File: src/rtl/restoring_divider_pkg.sv
// Shared types and constants for the iterative 8-by-4 restoring divider.
package restoring_divider_pkg;

  localparam int DW = 8;                // dividend / quotient width
  localparam int VW = 4;                // divisor / remainder width
  localparam int CW = $clog2(DW + 1);   // iteration counter width

  typedef enum logic [1:0] {
    IDLE = 2'd0,
    RUN  = 2'd1,
    DONE = 2'd2
  } state_t;

endpackage

File: src/rtl/restoring_divider_if.sv
// Start/busy/done handshake plus operand and result buses of the divider.
interface restoring_divider_if;
  import restoring_divider_pkg::*;

  logic          start;
  logic [DW-1:0] dividend;
  logic [VW-1:0] divisor;
  logic          busy;
  logic          done;
  logic [DW-1:0] quotient;
  logic [VW-1:0] remainder;
  logic          div_by_zero;

  // Requester side: issues operations and receives results.
  modport master (
    output start, dividend, divisor,
    input  busy, done, quotient, remainder, div_by_zero
  );

  // Divider side.
  modport slave (
    input  start, dividend, divisor,
    output busy, done, quotient, remainder, div_by_zero
  );

endinterface

File: src/rtl/div_sub_stage.sv
// One combinational restoring-division step: shift in a dividend bit,
// trial-subtract the divisor and keep the difference only if it is non-negative.
module div_sub_stage
  import restoring_divider_pkg::*;
(
  input  logic [VW-1:0] partial_rem,
  input  logic          bit_in,
  input  logic [VW-1:0] divisor,
  output logic [VW-1:0] rem_out,
  output logic          q_bit
);

  logic [VW:0] trial;
  logic [VW:0] diff;

  // partial_rem < divisor keeps trial below 2*divisor, so VW+1 bits suffice
  // and the reduced remainder always fits back into VW bits.
  always_comb begin
    trial = {partial_rem, bit_in};
    diff  = trial - {1'b0, divisor};
    q_bit = (trial >= {1'b0, divisor});
    if (q_bit) begin
      rem_out = diff[VW-1:0];
    end else begin
      rem_out = trial[VW-1:0];
    end
  end

endmodule

File: src/rtl/restoring_divider_8by4.sv
// Iterative restoring divider: one quotient bit per clock, MSB first,
// with a start/busy/done handshake and registered results.
module restoring_divider_8by4
  import restoring_divider_pkg::*;
(
  input  logic               clk,
  input  logic               rst,
  restoring_divider_if.slave bus
);

  localparam logic [CW-1:0] LAST_ITER = CW'(DW - 1);

  state_t        state_reg, state_next;
  logic [CW-1:0] count_reg;
  logic [DW-1:0] dividend_reg;   // shifts left; MSB feeds the next iteration
  logic [VW-1:0] divisor_reg;
  logic [VW-1:0] prem_reg;       // running partial remainder
  logic [DW-2:0] quot_reg;       // quotient bits gathered so far
  logic [DW-1:0] quotient_reg;
  logic [VW-1:0] remainder_reg;
  logic          dbz_reg;

  logic [VW-1:0] rem_out;
  logic          q_bit;
  logic          accept;
  logic          zero_div;
  logic          last_iter;

  assign accept    = (state_reg == IDLE) && bus.start;
  assign zero_div  = (bus.divisor == '0);
  assign last_iter = (state_reg == RUN) && (count_reg == LAST_ITER);

  div_sub_stage u_stage (
    .partial_rem (prem_reg),
    .bit_in      (dividend_reg[DW-1]),
    .divisor     (divisor_reg),
    .rem_out     (rem_out),
    .q_bit       (q_bit)
  );

  // State register; reset aborts any operation in flight.
  always_ff @(posedge clk) begin
    if (rst) begin
      state_reg <= IDLE;
    end else begin
      state_reg <= state_next;
    end
  end

  // Next-state logic: zero divisor skips straight to DONE.
  always_comb begin
    state_next = state_reg;
    case (state_reg)
      IDLE: begin
        if (bus.start) begin
          state_next = zero_div ? DONE : RUN;
        end
      end
      RUN: begin
        if (last_iter) begin
          state_next = DONE;
        end
      end
      DONE:    state_next = IDLE;
      default: state_next = IDLE;
    endcase
  end

  // Datapath: operand capture, per-edge iteration, and result registers
  // that only change when entering DONE.
  always_ff @(posedge clk) begin
    if (rst) begin
      count_reg     <= '0;
      dividend_reg  <= '0;
      divisor_reg   <= '0;
      prem_reg      <= '0;
      quot_reg      <= '0;
      quotient_reg  <= '0;
      remainder_reg <= '0;
      dbz_reg       <= 1'b0;
    end else if (accept) begin
      if (zero_div) begin
        quotient_reg  <= '1;
        remainder_reg <= '0;
        dbz_reg       <= 1'b1;
      end else begin
        dividend_reg <= bus.dividend;
        divisor_reg  <= bus.divisor;
        count_reg    <= '0;
        prem_reg     <= '0;
        quot_reg     <= '0;
      end
    end else if (state_reg == RUN) begin
      dividend_reg <= {dividend_reg[DW-2:0], 1'b0};
      prem_reg     <= rem_out;
      quot_reg     <= {quot_reg[DW-3:0], q_bit};
      count_reg    <= count_reg + 1'b1;
      if (last_iter) begin
        quotient_reg  <= {quot_reg, q_bit};
        remainder_reg <= rem_out;
        dbz_reg       <= 1'b0;
      end
    end
  end

  assign bus.busy        = (state_reg != IDLE);
  assign bus.done        = (state_reg == DONE);
  assign bus.quotient    = quotient_reg;
  assign bus.remainder   = remainder_reg;
  assign bus.div_by_zero = dbz_reg;

endmodule
File: src/flat_wrapper.sv
// flat-port wrapper written by rule: the top's interface ports become plain ports
module restoring_divider_8by4_flat import restoring_divider_pkg::*;
  (clk, rst, bus_start, bus_dividend, bus_divisor, bus_busy, bus_done, bus_quotient, bus_remainder, bus_div_by_zero);
  restoring_divider_if bus_i ();
  input  logic clk;
  input  logic rst;
  input wire logic [$bits(bus_i.start)-1:0] bus_start;
  input wire logic [$bits(bus_i.dividend)-1:0] bus_dividend;
  input wire logic [$bits(bus_i.divisor)-1:0] bus_divisor;
  output wire logic [$bits(bus_i.busy)-1:0] bus_busy;
  output wire logic [$bits(bus_i.done)-1:0] bus_done;
  output wire logic [$bits(bus_i.quotient)-1:0] bus_quotient;
  output wire logic [$bits(bus_i.remainder)-1:0] bus_remainder;
  output wire logic [$bits(bus_i.div_by_zero)-1:0] bus_div_by_zero;
  assign bus_i.start = bus_start;
  assign bus_i.dividend = bus_dividend;
  assign bus_i.divisor = bus_divisor;
  assign bus_busy = bus_i.busy;
  assign bus_done = bus_i.done;
  assign bus_quotient = bus_i.quotient;
  assign bus_remainder = bus_i.remainder;
  assign bus_div_by_zero = bus_i.div_by_zero;
  restoring_divider_8by4 u_core (.clk(clk), .rst(rst), .bus(bus_i));
endmodule
File: config.mk
export PLATFORM = sky130hd
export DESIGN_NAME = restoring_divider_8by4_flat
export DESIGN_NICKNAME = d
export VERILOG_FILES = /design/src/rtl/restoring_divider_pkg.sv /design/src/rtl/restoring_divider_if.sv /design/src/rtl/div_sub_stage.sv /design/src/rtl/restoring_divider_8by4.sv /design/src/flat_wrapper.sv
export SDC_FILE = /design/constraint.sdc
export NUM_CORES = 1
export LEC_CHECK = 0
export ABC_AREA = 1
export CORE_ASPECT_RATIO = 1.25
export CORE_MARGIN = 2
export CORE_UTILIZATION = 45
export CTS_CLUSTER_SIZE = 40
export DETAILED_ROUTE_END_ITERATION = 16
export PLACE_DENSITY = 0.68
export REMOVE_ABC_BUFFERS = 1
export SETUP_SLACK_MARGIN = 0.1
export SKIP_LAST_GASP = 1
export SYNTH_ARGS = -nofsm -noshare
export SYNTH_HDL_FRONTEND = slang
export SYNTH_SLANG_ARGS = --single-unit
File: constraint.sdc
create_clock -name clk -period 2.15 [get_ports clk]
set_input_delay 0.215 -clock clk [delete_from_list [all_inputs] [get_ports clk]]
set_output_delay 0.215 -clock clk [all_outputs]
set_load 0.01 [all_outputs]
==> impl_metrics.csv <==
group,metric,value,unit
timing,fin_skew,5.013,ps
clocking,cts_hold_buf,0,
placed_design,place_hpwl,2.719,mm
clocking,insertion_delay,290,ps
floorplanning,die_w,63.02,um
clocking,cts-htree-levels,2,
layout,diodes,0,
layout,drive_gt1_frac,0.1158,
clocking,postCtsResizedCells,0,
synthesis,synthArstFlopShare,0,
floorplanning,ioPinCount,30,
worst_hold_path,hold_class,"flip-flop to flip-flop",
timing,slew_headroom,0.5730,
placed_design,dpl.cell_count,333,
clocking,clock_path_buffers,2,
timing,tightest_slew,639.8,ps
routing,drtIter0Drc,83,
critical_path,setup.worst_path.end_class,"flip-flop",
routing,wl_per_cell,11.67,um
timing,rsz0062_at_grt,"no",
placed_design,io_buffer_count,29,
floorplanning,die_h,77.78,um
power,p_leak,1.004,nW
clocking,cts_setup_buffers,0,
synthesis,synth_cell_type_count,28,
floorplanning,core_area,4131,um^2
grt,grt_remaining_overflow,0,
critical_path,cp_data_required_time,2350,ps
routing,drcViolationCount,0,
power,power_density,717.1,nW/um^2
grt,groute.usage.overall,0.1832,
critical_path,start_kind,"flip-flop",
synthesis,syn_area,1959,um^2
critical_path,worstSetupPathType,"flip-flop to flip-flop",
routing,viasPerCell,4.947,
routing,route.vias.total,1687,
timing,fin_crit_sh,0.7855,
run_status,status,"finished, final reports clean",
synthesis,synth_cells,256,
layout,n_fill_cell,429,
layout,fin_cells,341,
grt,grt_pass1_vias,1572,
layout,multiInputGateArea,919.6,um^2
layout,syn_to_final_growth,20.69,%
synthesis,yosys_warnings,0,
timing,timing.fmax,0.5921,GHz
synthesis,avgSynthCellArea,7.654,um^2
synthesis,ys_ff_latch,42,
synthesis,synth-seq-area-share,0.4291,
grt,grt_max_degree,27,
grt,grt_antenna_before_repair,0,
clocking,root_buffer,"clkbuf_8",
routing,drtPass1Iterations,4,
timing,finalSetupTns,0,ps
job,maxCapViolCount,0,
floorplanning,initial_core_util,0.4743,
clocking,numCtsBuffers,5,
layout,layout.nets,305,
synthesis,synth_edf_count,0,
timing,final-setup-viol-count,0,
floorplanning,rows,26,
critical_path,critPathArrivalTime,1890,ps
routing,ant_nets,0,
placed_design,routabilityCongestion,0.8321,
routing,routed_wl,3.980,mm
power,peakVddDrop,0.0004770,V
timing,finalCriticalPeriod,1689,ps
layout,seq_area,840.8,um^2
clocking,clk_transition_reported_paths,80,ps
timing,hold_viol_final,0,
clocking,cts_tree,"yes",
synthesis,synth-main-ff-cell,"dfxtp_1",
clocking,cts.sinks,42,
grt,grt_pass1_wl,7.079,mm
floorplanning,die_area,4901,um^2
timing,finalMaxSlewViolations,0,
critical_path,crit_fanout,6,
==> cells in the final DEF, fill, tap and decap left out, types with 2 or more instances in the layout <==
| cell type | n |
|---|---|
| o21ai_2 | 5 |
| inv_1 | 29 |
| nand2_1 | 63 |
| a31oi_1 | 7 |
| nor2_1 | 7 |
| buf_4 | 3 |
| nand4_1 | 4 |
| nand2_4 | 3 |
| o21ai_1 | 8 |
| clkdlybuf4s50_1 | 29 |
| o21ai_0 | 14 |
| clkbuf_8 | 6 |
| a21oi_2 | 5 |
| xor2_1 | 2 |
| inv_2 | 4 |
| nand3_1 | 21 |
| ha_1 | 5 |
| dfxtp_1 | 42 |
| a21oi_1 | 17 |
==> synth_stat cells, drive strengths merged, types with 2 or more instances <==
cell / instances / area (um^2)
xor2: 2 / 17.52
ha: 5 / 62.56
nor2: 8 / 32.54
nand3: 23 / 132.6
buf: 7 / 53.80
dfxtp: 42 / 840.8
nand2: 67 / 276.5
o21ai: 27 / 153.9
nand4: 5 / 37.53
clkbuf: 4 / 15.01
a21oi: 22 / 128.9
inv: 34 / 130.1
a31oi: 7 / 43.79
==> power by group <==
part           internal (mW)  total [mW]  switching (mW)  leakage (nW)
Sequential             0.821       0.849          0.0281         0.342
Clock                  0.259       0.518           0.259        0.0482
Combinational          0.125       0.329           0.204         0.613
==> final timing paths <==
path / startpoint / to / slack [ps] / cells past startpoint
setup / recovery: u_core.prem_reg[1] / u_core.bus.remainder[2] / 460 / 9
hold / removal: u_core.bus.quotient[1] / u_core.bus.quotient[1] / 470 / 2
setup reg to reg: u_core.prem_reg[1] / u_core.bus.remainder[2] / 460 / 9
hold reg to reg: u_core.bus.quotient[1] / u_core.bus.quotient[1] / 470 / 2
==> per-layer routing <==
layer | routed length, um | share of wire | GRT usage
met3 | 136 | 0.034 | 0.04638
met5 | 0 | 0 | 0
met4 | 28 | 0.0070 | 0.08000
met1 | 1898 | 0.48 | 0.2205
met2 | 1917 | 0.48 | 0.3064
==> logic make-up after synthesis <==
group / count (synthesis) / share of synthesized area
DFF: 42 / 0.4291
AOI/OAI and AO/OA: 56 / 0.1667
adders and majority gates: 6 / 0.04215
and+or+nand+nor: 104 / 0.2471
buffers and inverters: 45 / 0.1015
xor gates and xnor gates: 3 / 0.01341
==> worst max-delay path, cell delays in order, from the launching register on <==
cell and delay, ps:
dfxtp_1 340, ha_1 350, a21oi_1 230, nand2_1 80
nand2_1 150, nand2_2 130, nand3_1 120, nand3_1 90
nand2_1 70, inv_1 30
==> metrics by stage <==
step,power (mW),area [um^2],hold WS (ps),setup slack (ps),util
final,1.696,2365,466.5,461.2,0.5724
after global routing,1.801,2365,489.1,274.0,0.5724
after CTS,1.713,2365,468.9,448.1,0.5724
after detailed placement,1.195,2273,455.1,257.9,0.5503
after global placement,1.193,2273,445.8,287.3,0.5503
after floorplan,1.086,1891,277.4,671.8,-
==> final cells by class <==
class | instances | area share
flip-flops and latches | 42 | 0.3556
multi-input cells | 169 | 0.3889
clock buffers | 7 | 0.03651
inverters | 34 | 0.05503
clock inverters | 1 | 0.002116
well taps | 56 | 0.02963
repair buffers | 32 | 0.1323
Power figures use the tool's default switching activity.
